==> config.mk <==
export PLATFORM = sky130hd
export DESIGN_NAME = mdu_e
export DESIGN_NICKNAME = d
export VERILOG_FILES = /design/src/rtl/mdu_e.sv
export SDC_FILE = /design/constraint.sdc
export NUM_CORES = 1
export LEC_CHECK = 0
export ABC_AREA = 1
export BUFFER_PORTS_ARGS = -buffer_cell sky130_fd_sc_hd__buf_2
export CORE_MARGIN = 5
export CORE_UTILIZATION = 50
export DETAILED_ROUTE_END_ITERATION = 6
export MAX_ROUTING_LAYER = met4
export PLACE_DENSITY = 0.73
export SETUP_SLACK_MARGIN = 0.05
export SYNTH_ARGS = -nofsm -noshare
export SYNTH_HDL_FRONTEND = slang
export SYNTH_SLANG_ARGS = --single-unit
export TNS_END_PERCENT = 10
==> constraint.sdc <==
create_clock -name clk_i -period 4.5 [get_ports clk_i]
set_clock_uncertainty 0.05 [all_clocks]
set_input_delay 0.9 -clock clk_i [delete_from_list [all_inputs] [get_ports clk_i]]
set_output_delay 0.9 -clock clk_i [all_outputs]
set_load 0.01 [all_outputs]
==> src/rtl/mdu_e.sv <==
// Iterative RV32M multiply/divide unit for the execute stage (shift-add multiply, restoring divide).
// Optional MDU_FAST_MUL_EN: multiplies use a single-cycle combinational multiplier; divides stay iterative.
module mdu_e #(
  parameter  int XLEN  = 32,
  localparam int CNT_W = $clog2(XLEN)
) (
  input  logic            clk_i,
  input  logic            rst_i,
  input  logic            start_i,
  input  logic            flush_i,
  input  logic [2:0]      funct3_i,
  input  logic [XLEN-1:0] op_a_i,
  input  logic [XLEN-1:0] op_b_i,
  output logic            busy_o,
  output logic            done_o,
  output logic [XLEN-1:0] result_o
);

  // Handshake: start_i is a level held by the E stage; it is accepted in IDLE when flush_i is low,
  // busy_o stalls the pipeline from the start cycle through BUSY, and done_o marks the single
  // cycle in which result_o is valid and the pipeline is released.
  typedef enum logic [1:0] {S_IDLE, S_BUSY, S_DONE} state_e;

  state_e           state_q, state_d;
  logic [CNT_W-1:0] cnt_q;
  logic [2:0]       f3_q;
  logic             neg_q_q, neg_r_q, bzero_q;
  logic [XLEN-1:0]  acc_q, lo_q, b_q, result_q;
  logic             accept, last_iter, fast_accept;

  // Operand signedness decoded from funct3 at accept time only.
  logic            a_sgn_en, b_sgn_en, sa, sb;
  logic [XLEN-1:0] mag_a, mag_b;

  always_comb begin
    if (funct3_i[2]) begin
      a_sgn_en = ~funct3_i[0];
      b_sgn_en = ~funct3_i[0];
    end else begin
      a_sgn_en = (funct3_i[1:0] == 2'b01) || (funct3_i[1:0] == 2'b10);
      b_sgn_en = (funct3_i[1:0] == 2'b01);
    end
    sa    = a_sgn_en & op_a_i[XLEN-1];
    sb    = b_sgn_en & op_b_i[XLEN-1];
    mag_a = sa ? -op_a_i : op_a_i;
    mag_b = sb ? -op_b_i : op_b_i;
  end

`ifdef MDU_FAST_MUL_EN
  logic signed [2*XLEN-1:0] fast_a, fast_b, fast_p;
  logic        [XLEN-1:0]   fast_res;
  assign fast_a      = {{XLEN{sa}}, op_a_i};
  assign fast_b      = {{XLEN{sb}}, op_b_i};
  assign fast_p      = fast_a * fast_b;
  assign fast_res    = (funct3_i[1:0] == 2'b00) ? fast_p[XLEN-1:0] : fast_p[2*XLEN-1:XLEN];
  assign fast_accept = ~funct3_i[2];
`else
  assign fast_accept = 1'b0;
`endif

  // One iteration step; acc_q holds product-high / partial remainder, lo_q multiplier / quotient.
  logic [XLEN:0]     mul_sum, div_shift, div_diff;
  logic [XLEN-1:0]   mul_hi_n, mul_lo_n, div_rem_n, div_q_n;
  logic              div_ok;
  logic [2*XLEN-1:0] mul_prod, mul_signed;
  logic [XLEN-1:0]   mul_res, q_fin, r_fin, final_res;

  always_comb begin
    mul_sum    = {1'b0, acc_q} + (lo_q[0] ? {1'b0, b_q} : '0);
    mul_hi_n   = mul_sum[XLEN:1];
    mul_lo_n   = {mul_sum[0], lo_q[XLEN-1:1]};
    div_shift  = {acc_q, lo_q[XLEN-1]};
    div_diff   = div_shift - {1'b0, b_q};
    // With a zero divisor no quotient bit is set, so the remainder ends as |op_a|.
    div_ok     = ~div_diff[XLEN] & ~bzero_q;
    div_rem_n  = div_ok ? div_diff[XLEN-1:0] : div_shift[XLEN-1:0];
    div_q_n    = {lo_q[XLEN-2:0], div_ok};
    mul_prod   = {mul_hi_n, mul_lo_n};
    mul_signed = neg_q_q ? -mul_prod : mul_prod;
    mul_res    = (f3_q[1:0] == 2'b00) ? mul_signed[XLEN-1:0] : mul_signed[2*XLEN-1:XLEN];
    q_fin      = bzero_q ? '1 : (neg_q_q ? -div_q_n : div_q_n);
    r_fin      = neg_r_q ? -div_rem_n : div_rem_n;
    final_res  = f3_q[2] ? (f3_q[1] ? r_fin : q_fin) : mul_res;
  end

  assign last_iter = (cnt_q == CNT_W'(XLEN-1));

  always_comb begin
    state_d = state_q;
    busy_o  = 1'b0;
    accept  = 1'b0;
    case (state_q)
      S_IDLE: if (start_i && !flush_i) begin
        accept  = 1'b1;
        busy_o  = 1'b1;
        state_d = fast_accept ? S_DONE : S_BUSY;
      end
      S_BUSY: begin
        busy_o = 1'b1;
        if (flush_i)        state_d = S_IDLE;
        else if (last_iter) state_d = S_DONE;
      end
      S_DONE:  state_d = S_IDLE;
      default: state_d = S_IDLE;
    endcase
    if (rst_i) busy_o = 1'b0;
  end

  always_ff @(posedge clk_i) begin
    if (rst_i) begin
      state_q  <= S_IDLE;
      cnt_q    <= '0;
      f3_q     <= '0;
      neg_q_q  <= 1'b0;
      neg_r_q  <= 1'b0;
      bzero_q  <= 1'b0;
      acc_q    <= '0;
      lo_q     <= '0;
      b_q      <= '0;
      result_q <= '0;
    end else begin
      state_q <= state_d;
      if (accept) begin
        f3_q    <= funct3_i;
        neg_q_q <= sa ^ sb;
        neg_r_q <= sa;
        bzero_q <= (op_b_i == '0);
        acc_q   <= '0;
        lo_q    <= mag_a;
        b_q     <= mag_b;
        cnt_q   <= '0;
`ifdef MDU_FAST_MUL_EN
        if (fast_accept) result_q <= fast_res;
`endif
      end else if (state_q == S_BUSY && !flush_i) begin
        acc_q <= f3_q[2] ? div_rem_n : mul_hi_n;
        lo_q  <= f3_q[2] ? div_q_n : mul_lo_n;
        cnt_q <= cnt_q + CNT_W'(1);
        if (last_iter) result_q <= final_res;
      end
    end
  end

  assign done_o   = (state_q == S_DONE);
  assign result_o = result_q;

endmodule

Word-level counts from Yosys, hierarchy flattened
Index checks and enable logic that the tools add are counted.

word-level totals
  output and inout port bits = 34
  logic and storage cells = 69
  bits of input ports = 71
  register bits after elaboration = 141

operators by class
  bitwise operators = 8
  equal/unequal tests = 7
  $add $sub $neg = 8
  reduce and logical (&&, ||, !) cells = 11
  mux-type cells = 25

operator list
  operator               number
  $mux W32               14
  $neg A32 Y32           4
  $mux W64               1
  $neg A64 Y64           1
  $add A32 B32 Y33       1
  $sub A33 B32 Y33       1
  $logic_not A32 Y1      1
  $mux W2                3
  $add A5 B1 Y5 const B  1
  $eq A5 B5 Y1 const B   1
  $mux W1                5
  $eq A2 B1 Y1 const B   2
  $eq A2 B2 Y1 const B   2
  $logic_not A2 Y1       2
  $not A1 Y1             4
  $pmux W2 S2            1
  $and A1 B1 Y1          3
  $ne A3 B3 Y1 const B   1
  $reduce_and A3 Y1      1
  $logic_and A1 B1 Y1    2
  $ne A2 B2 Y1 const B   1
  $pmux W1 S2            1
  $reduce_and A2 Y1      1
  $reduce_bool A2 Y1     1
  4 further kinds        4

Logic depth before layout (Yosys ltp)
  word-level depth = 8
  mapped depth = 32
  depth with buffers taken out = 30

Worst setup path after synthesis
OpenSTA, ideal clock, no wires.

  path kind = reg2reg
  start point = reg lo_q[31]
  end point = reg result_q[16], in the netlist result_o[16]
  arrival time = 3220 ps
  required time = 4318 ps
  setup slack = 1098 ps
  clock period less this slack = 3402 ps
  library setup time = 132 ps
  buffers on the path = 3
  stages on the path, launching flop included = 26
  path through = dfxtp_1 inv_1 ha_1 fa_1 inv_1 nand2_1 nand2_1 nand3_1 nand2_2 nand2_1 nand2_2 nand2_2 nand3_1 nand3_2 buf_6 buf_6 ha_1 nor2_1 clkinv_1 clkbuf_1 nand3_1 nand3_1 a21oi_1 o21ai_1 nand2_1 a21oi_1

on the way
  cells in the longest elaborated chain, start to end = 8
  elaborated cells between the ends (all ways) = 14
  classes of those cells = add/sub: 4; mux: 8; bitwise: 2

ends and longest elaborated chain
  item                                             line    RTL
  from (decl)                                      28      logic [XLEN-1:0] acc_q, lo_q, b_q, result_q;
  from (signal assigned)                           129     lo_q <= mag_a;
  from (signal assigned)                           137     lo_q <= f3_q[2] ? div_q_n : mul_lo_n;
  $sub A33 B32 Y33                                 73      div_diff = div_shift - {1'b0, b_q};
  $not A1 Y1                                       75      div_ok = ~div_diff[XLEN] & ~bzero_q;
  $and A1 B1 Y1                                    75
  $neg A32 Y32 / $mux W32 (equally long branches)  81, 76
  $mux W32 / $neg A32 Y32 (equally long branches)  81, 82
  $mux W32, on equally long branches               81, 82
  $mux W32                                         83      final_res = f3_q[2] ? (f3_q[1] ? r_fin : q_fin) : mul_res;
  $mux W32 *                                       83
  to (signal assigned)                             139     if (last_iter) result_q <= final_res;
  to (decl)                                        28

Mark *: on every way between the ends. The rest lies on a longest branch, timed or not.
A chain may end at the register's enable or synchronous reset.

Worst setup path after layout
  start point = reg lo_q[0]
  end point = reg result_q[20], in the netlist result_o[20]

on the way
  cells in the longest elaborated chain, start to end = 6
  elaborated cells between the ends (all ways) = 10
  classes of those cells = add/sub: 3; mux: 7

ends and longest elaborated chain
  item              line  RTL
  $mux W32          69    mul_sum = {1'b0, acc_q} + (lo_q[0] ? {1'b0, b_q} : '0);
  $add A32 B32 Y33  69
  $neg A64 Y64      79    mul_signed = neg_q_q ? -mul_prod : mul_prod;
  $mux W64          79
  $mux W32          80    mul_res = (f3_q[1:0] == 2'b00) ? mul_signed[XLEN-1:0] : mul_signed[2*XLEN-1:XLEN];
  $mux W32 *        83

Marked as above.

==> flow_summary.yaml <==
yosys:
  synth_fp_nets: 3164
  yosys.area.top_type_share_pct: 18.7
  synth-xor-area-share_pct: 3.90
  yosys_warnings: 0
  synth_adder_area_share_pct: 5.60
  avgSynthCellArea_sq_um: 5.56
  synthFlopType: "dfxtp_1"
  ys_ff_latch: 141
  yosysTopAreaCell: "nand2_1"
  synth_edf_count: 0
  synth_mux_area_share_pct: 0
  syn_area_sq_um: 16800
  ys_top_cells_by_area: "nand2_1, dfxtp_1, inv_1"
  synth_cell_types: 60
  synth_top_family_by_area: "simple AND/OR/NAND/NOR gates"
  async_flop_share_pct: 0
  synth_compound_area_share_pct: 21.4
  yosysSeqAreaShare_pct: 16.8
  yosys.area_share.simple_pct: 40.0
  syn_inst: 3019
die:
  rows: 67
  core_area_sq_um: 33400
  start_util_pct: 50.3
  die_h_microns: 193
  die_area_sq_um: 37300
  io_pins: 105
  fp.dieW_microns: 193
power:
  power_frac_seq_pct: 28.9
  p_switching_mw: 2.19
  p_clk_share_pct: 29.7
  p_int_mw: 2.59
  leakage_nw: 9.49
  fin_total_pwr_mw: 4.77
  switching_share_pct: 45.8
  power_density_nw_per_um2: 258
  power_frac_comb_pct: 41.4
  vdd_drop_max_mv: 0.303
final_layout:
  syn_to_final_growth_pct: 10.2
  post_route_cells_drive_above_1_share_pct: 10.2
  final_nets: 3238
  finalNonFillerCells: 3558
critical_path:
  cp_max_fo: 13
  critPathKind: "register to register"
  critical-path-slowest-cell: "dfxtp_1"
  cp-start-kind: "register"
  crit_path_cell_trace: "nand2_1, inv_1, ha_1, fa_1, nand2_1, inv_1, nand2_1, nand3_1, nand2_1, nand2_1, xnor2_1, nand2_1, nor2_1, nand2_1, nor2_1, nand2_1, nand2_1, nand2_1, o21ai_0, nand2_1, a21oi_1, a21oi_1"
  cp.arrival_ps: 4540
  slowest_delay_ps: 480
  crit_required_ps: 4800
  cp-end-kind: "register"
  cpMostUsedCell: "nand2_1"
sta:
  tightest_slew_ps: 1340
  finalSetupTns_ps: 0
  slew_headroom_pct: 10.4
  grt_setup_unrepaired: "no"
  fmax_mhz: 236
  fin_hold_ws_ps: 412
  finalCritPeriodShare_pct: 94.3
  min_period_ps: 4240
  setup_violations: 0
  slew_viol_final: 0
  hold_viol_final: 0
routing:
  routed_via_density: 5.99
  dr.pass1.iters: 7
  drtAntennaViolNets: 0
  num_vias: 21300
  drc_errors: 1
  wl_microns: 75800
  avgRoutedWirePerCell_microns: 21.3
  drt_iter0_drc: 2927
place:
  place_inst: 3522
  port_buffers: 104
  post-dp-hpwl_microns: 61400
  gp_congestion: 1.08
clocking:
  postCtsSetupBuffers: 0
  insertion_delay_ps: 480
  cts_buffer_depth: 2
  cts_max_level: 4
  cts_sinks: 141
  cts_buffers: 17
  clock-root-buffer: "clkbuf_16"
  clk_pin_slew_ps: 70
  cts_tree: "yes"
global_route:
  grt_overflow_total: 0
  grt_max_degree: 59
  antenna_found_initial: 4
  track_usage_pct: 39.8
  grt_pass1_vias: 19300
  grt_pass1_wl_microns: 114000
worst_hold_path:
  hold_class: "register to register"
outcome:
  outcome: "complete, but fails checks"
  violations: "design-rule violations"
run:
  maxCapViolCount: 0
## metal layers
| layer | track usage (%) | up-vias | share of wire [%] |
|---|---|---|---|
| li1 | - | 10100 | - |
| met1 | 55.1 | 9708 | 42 |
| met2 | 56.7 | 1374 | 41 |
| met3 | 9.34 | 170 | 13 |
| met4 | 13.8 | 0 | 3.7 |
| met5 | - | - | 0 |
## power by group through the flow
| stage | clock network (mW) | registers [mW] | logic [mW] |
|---|---|---|---|
| 2_1_floorplan | 0 | 1.36 | 1.29 |
| 3_3_place_gp | 0 | 1.40 | 1.89 |
| 3_5_place_dp | 0 | 1.40 | 1.89 |
| 4_1_cts | 1.42 | 1.37 | 1.90 |
| 5_1_grt | 1.47 | 1.38 | 2.14 |
| 6_report | 1.42 | 1.38 | 1.98 |
## worst max-delay path, delay by kind of cell (launching register included)
| family | cells | cell delay [ps] |
|---|---|---|
| simple gates | 14 | 1930 |
| compound gates | 3 | 640 |
| fa+ha+maj | 2 | 630 |
| flops | 1 | 480 |
| xor+xnor | 1 | 290 |
| buf+inv | 2 | 100 |
## through the flow
| step | setup WS, ps | cell area [sq um] | utilization (%) |
|---|---|---|---|
| global placement | 228 | 17900 | 53.7 |
| finish | 256 | 18500 | 55.5 |
| CTS | 126 | 18500 | 55.4 |
| global route | 70.6 | 18500 | 55.5 |
| floorplan | 1100 | 16800 | - |
| detailed placement | 165 | 17900 | 53.7 |
## area by class of cell
type,count,area (sq um)
Tap cell,448,561
Multi-Input combinational cell,2343,11900
Clock buffer,17,425
Inverter,415,1560
Sequential cell,141,2830
Antenna cell,4,10.0
Fill cell,3568,14900
Timing Repair Buffer,175,1070
Clock inverter,15,125
## registers in the layout (all words and copies together), names as in the netlist
signal	count
b_q	32
cnt_q	5
acc_q	32
lo_q	32
state_q	2
result_o	32
neg_r_q	1
neg_q_q	1
f3_q	3
bzero_q	1
## what timing repair did
| action | CTS | global route |
|---|---|---|
| hold buffers | 0 | 0 |
| endpoints found under the setup margin | 0 | 27 |
| gates resized for setup | 0 | 8 |
## kinds of logic after synthesis
group                    count (synthesis)
AO/OA/AOI/OAI                          621
flip-flops                             141
XOR/XNOR                                74
adder cells (fa/ha/maj)                 74
buffers and inverters                  535
AND/OR/NAND/NOR                       1574
## cell usage in the layout (no fill, tap or decap), types with 17 or more instances in the layout
| cell type | count |
|---|---|
| nand2_1 | 837 |
| o21bai_1 | 17 |
| xor2_1 | 57 |
| clkbuf_16 | 17 |
| o21ai_0 | 185 |
| nor3_1 | 70 |
| nand4_1 | 31 |
| a31oi_1 | 36 |
| dfxtp_1 | 138 |
| ha_1 | 72 |
| nor2_1 | 289 |
| nor2_2 | 21 |
| a21oi_1 | 237 |
| nand3_1 | 227 |
| o211ai_1 | 64 |
| buf_2 | 104 |
| inv_1 | 393 |
| nand2_2 | 32 |
| buf_4 | 69 |
## path summary, 6_finish.rpt
| kind | start | end | slack, ps | depth (start not counted) |
|---|---|---|---|---|
| max | lo_q[0] | result_o[20] | 260 | 22 |
| min | result_o[5] | result_o[5] | 410 | 2 |
| max reg2reg | lo_q[0] | result_o[20] | 260 | 22 |
| min reg2reg | result_o[5] | result_o[5] | 410 | 2 |
## cell usage after synthesis, types with 13 or more instances
cell type and instances:
nand2_1 838, inv_1 394, nor2_1 294, a21oi_1 237
nand3_1 228, o21ai_0 185, dfxtp_1 141, clkbuf_1 94
ha_1 72, nor3_1 71, o211ai_1 64, xor2_1 57
a31oi_1 36, nand2_2 31, nand4_1 31, o21bai_1 17
nor2_2 16, xnor2_1 16, nand3b_1 15, nor4_1 15
inv_2 13, or2_2 13
No activity file was read; power rests on OpenSTA's default activity.
